[src/rtl/gol_host_link.sv]
// Host driver for the Game of Life engine: serializes a seed, fires start, then
// reassembles each OUTPUT burst into a parallel frame until the requested generation count.
module gol_host_link #(
  parameter int N  = 36,
  parameter int GW = 8
) (
  input  logic          clock,
  input  logic          reset,
  input  logic          cmd_valid,
  output logic          cmd_ready,
  input  logic [N-1:0]  cmd_pattern,
  input  logic [GW-1:0] cmd_gens,
  output logic [1:0]    gol_in,
  input  logic [2:0]    gol_out,
  output logic          frame_valid,
  output logic [N-1:0]  frame_data,
  output logic [GW-1:0] frame_idx,
  output logic          err_short,
  output logic          busy,
  output logic          done
);

  localparam int CW = $clog2(N + 1);
  localparam logic [CW-1:0] LAST = CW'(N - 1);
  localparam logic [CW-1:0] FULL = CW'(N);
  localparam logic [1:0] ST_INPUT  = 2'b00;
  localparam logic [1:0] ST_OUTPUT = 2'b10;

  typedef enum logic [2:0] {IDLE, LOAD, START, WAIT, CAPTURE, DONE} state_t;

  state_t        state, state_d;
  logic [1:0]    st_q;
  logic          bit_q;
  logic [N-1:0]  pattern_q, pattern_d;
  logic [N-1:0]  frame_buf, frame_buf_d;
  logic [N-1:0]  frame_data_d;
  logic [GW-1:0] gens_q, gens_d, frame_idx_d;
  logic [CW-1:0] cnt_q, cnt_d;
  logic          started_q, started_d;
  logic [1:0]    gol_in_d;
  logic          frame_valid_d, err_short_d, done_d;
  logic          handshake;

  assign cmd_ready = (state == IDLE) && (st_q == ST_INPUT);
  assign busy      = (state != IDLE);
  assign handshake = cmd_valid && cmd_ready;

  always_ff @(posedge clock) begin
    if (reset) begin
      state       <= IDLE;
      st_q        <= 2'b00;
      bit_q       <= 1'b0;
      pattern_q   <= '0;
      gens_q      <= '0;
      cnt_q       <= '0;
      started_q   <= 1'b0;
      frame_buf   <= '0;
      frame_data  <= '0;
      frame_idx   <= '0;
      gol_in      <= 2'b00;
      frame_valid <= 1'b0;
      err_short   <= 1'b0;
      done        <= 1'b0;
    end else begin
      state       <= state_d;
      st_q        <= gol_out[2:1];
      bit_q       <= gol_out[0];
      pattern_q   <= pattern_d;
      gens_q      <= gens_d;
      cnt_q       <= cnt_d;
      started_q   <= started_d;
      frame_buf   <= frame_buf_d;
      frame_data  <= frame_data_d;
      frame_idx   <= frame_idx_d;
      gol_in      <= gol_in_d;
      frame_valid <= frame_valid_d;
      err_short   <= err_short_d;
      done        <= done_d;
    end
  end

  // cnt_q is the shift index during LOAD and the sample count during WAIT/CAPTURE.
  // started_q masks the INPUT status the engine still shows right after the start strobe,
  // so only a return to INPUT after the engine has run counts as an abort.
  always_comb begin
    state_d       = state;
    pattern_d     = pattern_q;
    gens_d        = gens_q;
    cnt_d         = cnt_q;
    started_d     = started_q;
    frame_buf_d   = frame_buf;
    frame_data_d  = frame_data;
    frame_idx_d   = frame_idx;
    gol_in_d      = 2'b00;
    frame_valid_d = 1'b0;
    err_short_d   = 1'b0;
    done_d        = 1'b0;
    case (state)
      IDLE: begin
        if (handshake) begin
          pattern_d   = cmd_pattern << 1;
          gens_d      = cmd_gens;
          cnt_d       = '0;
          started_d   = 1'b0;
          frame_idx_d = '0;
          gol_in_d    = {1'b0, cmd_pattern[N-1]};
          state_d     = LOAD;
        end
      end
      LOAD: begin
        if (cnt_q == LAST) begin
          gol_in_d = 2'b10;
          state_d  = START;
        end else begin
          gol_in_d  = {1'b0, pattern_q[N-1]};
          pattern_d = pattern_q << 1;
          cnt_d     = cnt_q + 1'b1;
        end
      end
      START: begin
        if (gens_q == '0) begin
          done_d  = 1'b1;
          state_d = DONE;
        end else begin
          state_d = WAIT;
        end
      end
      WAIT: begin
        if (st_q != ST_INPUT) started_d = 1'b1;
        if (st_q == ST_OUTPUT) begin
          frame_buf_d[0] = bit_q;
          cnt_d          = CW'(1);
          state_d        = CAPTURE;
        end else if (st_q == ST_INPUT && started_q) begin
          err_short_d = 1'b1;
          done_d      = 1'b1;
          state_d     = DONE;
        end
      end
      CAPTURE: begin
        if (st_q == ST_OUTPUT) begin
          if (cnt_q < FULL) begin
            frame_buf_d[cnt_q] = bit_q;
            cnt_d              = cnt_q + 1'b1;
          end
        end else if (st_q == ST_INPUT) begin
          err_short_d = 1'b1;
          done_d      = 1'b1;
          state_d     = DONE;
        end else begin
          if (cnt_q == FULL) begin
            frame_valid_d = 1'b1;
            frame_data_d  = frame_buf;
            frame_idx_d   = frame_idx + 1'b1;
          end else begin
            err_short_d = 1'b1;
          end
          if (frame_idx_d == gens_q) begin
            done_d  = 1'b1;
            state_d = DONE;
          end else begin
            state_d = WAIT;
          end
        end
      end
      DONE: state_d = IDLE;
      default: state_d = IDLE;
    endcase
  end

endmodule

[config.mk]
export PLATFORM = sky130hd
export DESIGN_NAME = gol_host_link
export DESIGN_NICKNAME = d
export VERILOG_FILES = /design/src/rtl/gol_host_link.sv
export SDC_FILE = /design/constraint.sdc
export NUM_CORES = 1
export LEC_CHECK = 0
export CORE_MARGIN = 2
export CORE_UTILIZATION = 50
export DETAILED_ROUTE_END_ITERATION = 8
export GPL_TIMING_DRIVEN = 0
export PLACE_DENSITY = 0.77
export SYNTH_ARGS = -nofsm -noshare
export SYNTH_HDL_FRONTEND = slang
export SYNTH_SLANG_ARGS = --single-unit
export TNS_END_PERCENT = 30
[constraint.sdc]
create_clock -name clock -period 2.4 [get_ports clock]
set_clock_uncertainty 0.15 [all_clocks]
set_input_delay 0.72 -clock clock [delete_from_list [all_inputs] [get_ports clock]]
set_output_delay 0.72 -clock clock [all_outputs]
set_load 0.03 [all_outputs]
==> results of run 1 <==
[synth_stat cells, types with 3 or more instances]
cell	n
xnor2_1	3
nand3_1	45
dfxtp_1	141
nor4b_1	3
o21ai_0	15
a211oi_1	43
a21oi_1	103
ha_1	3
nor2_1	68
and3_1	7
xor2_1	8
clkbuf_1	40
nor3_1	10
nor3b_1	6
nor2b_1	8
nor4_1	7
nand2b_1	3
a31oi_1	4
nand2_1	175
buf_2	18
mux2i_1	37
o21a_1	3
nand4_1	4
inv_1	6
[power breakdown]
part	switching (mW)	internal (mW)	leakage, nW	total [mW]
clock	0.958	1.52	0.272	2.48
combinational	0.345	0.269	1.38	0.614
sequential	0.0619	2.44	1.15	2.50
[how the worst max path moves through the flow]
stage	from	end	slack (ps)	cells after the start
after global routing	state[0]$_SDFFE_PP0P_	cnt_q[2]$_SDFFE_PP0P_	-30	9
after CTS	st_q[0]$_SDFF_PP0_	cmd_ready	-60	4
final	st_q[0]$_SDFF_PP0_	cmd_ready	80	4
after floorplan	frame_idx[0]$_SDFFE_PP0P_	state[1]$_SDFFE_PP0P_	100	8
after global placement	cmd_valid	cnt_q[2]$_SDFFE_PP0P_	-610	9
after detailed placement	cmd_valid	cnt_q[2]$_SDFFE_PP0P_	-630	9
[layout by cell type (no fill, tap or decap), types with 9 or more instances in the layout]
cell	count
nand3_1	44
dfxtp_1	136
a21oi_1	102
clkbuf_16	17
o21ai_0	15
clkbuf_1	39
nor2_1	62
mux2i_1	37
nor3_1	9
a211oi_1	40
buf_2	13
nand2_1	172
clkdlybuf4s50_1	90
[sequential cells by signal, summed over array words and instances, names as in the netlist, 2 cells and up]
signal      flops
state           3
frame_buf      36
gol_in          2
gens_q          8
pattern_q      35
cnt_q           6
frame_data     36
st_q            2
frame_idx       8
[repair_timing]
| action | 4_1_cts | 5_1_grt |
|---|---|---|
| pin swaps | 0 | 4 |
| endpoints found under the setup margin | 97 | 97 |
| buffers inserted | 2 | 3 |
| resized for setup | 24 | 37 |
[layout make-up]
class,instances,area share [%]
Clock inverter,6,0.749
Tap cell,168,2.57
Clock buffer,24,6.01
Buffer,60,3.47
Sequential cell,141,34.6
Timing Repair Buffer,104,12.5
Inverter,6,0.275
Multi-Input combinational cell,581,39.8
[routing by layer]
metal | up-vias | track usage, % | wire length (um)
met1 | 2722 | 32.5 | 7310
met5 | - | 0 | 0
met4 | 0 | 8.73 | 326
met3 | 29 | 7.79 | 975
met2 | 163 | 38.7 | 7210
li1 | 2978 | - | -
[cells by family (layout without fill, tap and decap cells)]
logic type,count (synthesis),count (layout),share of synthesized area [%]
xor+xnor,11,11,1.54
flops,141,141,45.1
mux,37,37,5.92
compound gates,179,179,16.9
buf+inv,69,200,4.82
simple gates,351,351,25.2
fa+ha+maj,3,3,0.600
[worst reg2reg max path: cells and delay by family (launching register included)]
family	cells	cell delay, ps
compound gates	3	360
buf+inv	3	420
flops	1	390
simple gates	3	900
==> results.md, run 1 <==
* Core region area at 12100 um^2
* Status: finished, final reports clean
* Power, Total at 5.59 mW
* HPWL Detailed at 10.6 mm
* CTS H-Tree Depth at 4
* Largest net degree at the start of global routing at 17
* Final setup violation count at 0
* WP data arrival at between 1000 and 1500 ps
* Post-Place Cells at 1058
* Crit Path Category: reg -> out
* Finished Layout Cells at 1090
* Post-synthesis cell type count at 48
* Fraction of registers with async set/reset at 0%
* Synth warnings at 0
* Reg-to-reg slack, setup at about 120 ps
* Crit end category: output pin
* Clock transition at path regs at 60 ps
* Hold Vio Cnt, Final at 0
* Vias in the first global route at 5481
* Root Driver: clkbuf_16
* CP Max Fanout at 9
* WHS Path Cells at 2
* Post-route cell area at 8180 um^2
* Share of the synthesized area in the top cell type at 45.1%
* Mean area per synthesized cell at 7.91 um^2
* Die area at 13400 um^2
* Dominant synthesized flop cell: dfxtp_1
* Initial antenna violation count at 0
* Fin worst setup slack at 78.6 ps
* Hold buffers post-CTS at 0
* Tmin final at 2320 ps
* CP top delay family: simple AND/OR/NAND/NOR gates
* CP bufs+invs at 2
* Reg2reg path depth at 9
* Maximum vdd drop at 536 uV
* Total track usage at 24.8%
* Reg area at 2830 um^2
* Vias at 5892
* Power Dens Cells at 684 nW/um^2
* Period utilization at between 90% and 100%
* # nets final at just under 1000
* Initial DRT Pass Iterations at 5
* I/O Buffers at ~100
* Crit-path max cell delay at 310 ps
* Worst slew margin at 17.0%
* Synth area leader: dfxtp_1
* Worst r2r src: state[0]$_SDFFE_PP0P_
* Layout Area Growth over Synthesis at 30.7%
* Worst hold path class: reg -> reg
* Layout cells sized above 1 at 10.3%
* # IOs at 101
* Slowest CP cell: or2_2
* Total gr overflow at 0
* Post-synth EDFFs at 0
* Routed wire length at 15.8 mm
* Die Height at around 120 um
* Max cap viols at 0
* Hold EP: frame_data[26]$_SDFFE_PP0P_
* Drt drc at 0
* Row count at 40
* Synth area leaders: dfxtp_1, nand2_1, a21oi_1
* Initial DRC count at 426
* GP Congestion at approximately 0.89
* Global-route wire length before repair at about 26 mm
* Diode count at 0
* Sequential area share after synthesis at 45.1%
* Slew Limit Fails at 0
* Critical hold path startpoint: frame_buf[26]$_SDFFE_PP0P_
* Initial Utilization at roughly half
* FMAX at ~430 MHz
* Mapped Area at between 6000 and 7000 um^2
* FILL cells at 1080
* Routed WL per cell at about 15 um
* TritonCTS clock tree: built
* Post-route ant nets at 0
* CTS sink count at 141
* Slew at the pin closest to its max-slew limit at 1230 ps
* Syn Nets at 844
* Final hold slack at 299 ps
* CTS max path bufs at 2
* Required time of the critical path at 1530 ps
* Cells after Synth at between 700 and 800
* Unrepaired setup endpoints after global routing: yes
* Footprint of the multi-input gates at 3260 um^2
* CTS Buf Count at 17
* Startpoint Class: flop
* Worst-Skew Late Latency at 430 ps
* Vias/cell at around 5.4
* Placed Area at 7460 um^2
* Post-Place Setup Slack at -633 ps
* Crit-path cells: buf_2 -> or2_2 -> nor2_1 -> buf_4
* Die width at 116 um
* R2R Path End: cnt_q[2]$_SDFFE_PP0P_
* Setup_tns at 0 ps
* Yosys reg bits at 141
* Final Util at 67.5%
* Static Leak at 2.80 nW
Note: power is estimated with default switching activity, not from simulation.
==> inputs of run 2 (changes only) <==
- TNS_END_PERCENT: 30 -> 10
==> results.md, run 2 (synthesis results as in run 1) <==
* Routed wire length at 15.7 mm (-0.63%)
* Routed WL per cell at 14.4 um (-0.63%)
* Largest net degree at the start of global routing at 17 (unchanged)
* Final setup violation count at 0 (unchanged)
* Fin worst setup slack at 78.0 ps (-0.553 ps)
* Die width at 116 um (unchanged)
* Layout Area Growth over Synthesis at 30.7% (about the same)
* Post-Place Setup Slack at -633 ps (unchanged)
* Status: finished, final reports clean
* # IOs at 101 (unchanged)
* Power Dens Cells at 683 nW/um^2 (about the same)
* Total gr overflow at 0 (unchanged)
* Diode count at 0 (unchanged)
* Max cap viols at 0 (unchanged)
* Vias/cell at 5.42 (+0.20%)
* CTS Buf Count at 17 (unchanged)
* Commonest non-fill, non-tap cell in the layout: nand2_1
* Vias in the first global route at 5465 (-0.29%)
* Crit Path Category: reg -> out
* Initial DRT Pass Iterations at 5 (unchanged)
* Tmin final at 2320 ps (+0.553 ps)
* Initial DRC count at 443 (+4.0%)
* Clock transition at path regs at 60 ps (about the same)
* Drt drc at 0 (unchanged)
* Core region area at 12100 um^2 (unchanged)
* Global-route wire length before repair at 26.4 mm (-0.21%)
* Worst hold path class: reg -> reg
* TritonCTS clock tree: built
* CP Max Fanout at 9 (unchanged)
* Required time of the critical path at 1530 ps (about the same)
* # nets final at 964 (unchanged)
* HPWL Detailed at 10.6 mm (unchanged)
* Die area at 13400 um^2 (unchanged)
* WP data arrival at 1450 ps (about the same)
* Crit end category: output pin
* Root Driver: clkbuf_16
* Top flop regs: frame_buf x36, frame_data x36, pattern_q x35
* GP Congestion at 0.887 (unchanged)
* Hold buffers post-CTS at 0 (unchanged)
* Static Leak at 2.80 nW (-0.18%)
* Worst slew margin at 17.1% (+0.089 points)
* Row count at 40 (unchanged)
* CTS H-Tree Depth at 4 (unchanged)
* Initial antenna violation count at 0 (unchanged)
* Most frequent cells in the layout: nand2_1, dfxtp_1, a21oi_1
* Setup_tns at 0 ps (unchanged)
* CTS sink count at 141 (unchanged)
* CTS max path bufs at 2 (unchanged)
* Slew Limit Fails at 0 (unchanged)
* Unrepaired setup endpoints after global routing: yes
* Startpoint Class: flop
* Slew at the pin closest to its max-slew limit at 1230 ps (-1.33 ps)
* Vias at 5904 (+0.20%)
* I/O Buffers at 99 (unchanged)
* Maximum vdd drop at 535 uV (-0.25%)
* Initial Utilization at 51.7% (unchanged)
* Post-route ant nets at 0 (unchanged)
* Period utilization at 96.7% (about the same)
* Worst-Skew Late Latency at 430 ps (about the same)
* FILL cells at 1077 (-0.28%)
* FMAX at 431 MHz (about the same)
* Die Height at 116 um (unchanged)
* Hold Vio Cnt, Final at 0 (unchanged)
* Total track usage at 24.7% (-0.044 points)
* Layout cells sized above 1 at 10.1% (-0.22 points)
[run 2: final timing paths]
check	endpoint	from	cells after the start	slack (ps)
setup / recovery	cmd_ready	st_q[0]$_SDFF_PP0_	4	80
hold / removal	frame_data[26]$_SDFFE_PP0P_	frame_buf[26]$_SDFFE_PP0P_	2	300
setup reg to reg	cnt_q[2]$_SDFFE_PP0P_	state[0]$_SDFFE_PP0P_	9	120
hold reg to reg	frame_data[26]$_SDFFE_PP0P_	frame_buf[26]$_SDFFE_PP0P_	2	300
[run 2: final cells by class]
| cell class | instances | area (um^2) | share of cell area, % |
|---|---|---|---|
| multi-input combinational | 581 | 3260 | 39.9 |
| sequential | 141 | 2830 | 34.6 |
| timing repair buffer | 104 | 1020 | 12.5 |
| clock buffer | 24 | 492 | 6.01 |
| buffer | 60 | 282 | 3.44 |
| tap | 168 | 210 | 2.57 |
| clock inverter | 6 | 61.3 | 0.750 |
| inverter | 6 | 22.5 | 0.275 |
[run 2: what timing repair did]
item / CTS / global route
pin swaps: 0 / 4
setup endpoints to repair: 97 / 94
resized for setup: 23 / 35
setup buffers: 2 / 3
[run 2: worst max-delay path, cell delays in order, from the launching register on]
cell	delay, ps
dfxtp_1	290
buf_2	180
or2_2	310
nor2_1	90
buf_4	160
[run 2: through the flow]
stage | power (mW) | util (%) | cells | area (um^2) | hold slack (ps)
after detailed placement | 3.14 | 61.6 | 1058 | 7460 | 296
after floorplan | 2.93 | - | 791 | 6260 | 282
after global routing | 5.78 | 67.5 | 1090 | 8180 | 320
after CTS | 5.58 | 66.6 | 1089 | 8070 | 303
final | 5.59 | 67.5 | 1090 | 8180 | 299
after global placement | 3.12 | 61.6 | 1058 | 7460 | 292
[run 2: routing by layer]
metal | wire [um] | vias up | track usage [%]
met5 | 0 | - | 0
li1 | - | 2985 | -
met3 | 929 | 23 | 7.85
met4 | 274 | 0 | 8.57
met2 | 7250 | 157 | 38.5
met1 | 7270 | 2739 | 32.6
[run 2: where the power goes]
part	total [mW]	internal, mW	leakage [nW]	switching [mW]
Clock	2.47	1.52	0.272	0.954
Sequential	2.50	2.44	1.15	0.0619
Combinational	0.614	0.269	1.38	0.345
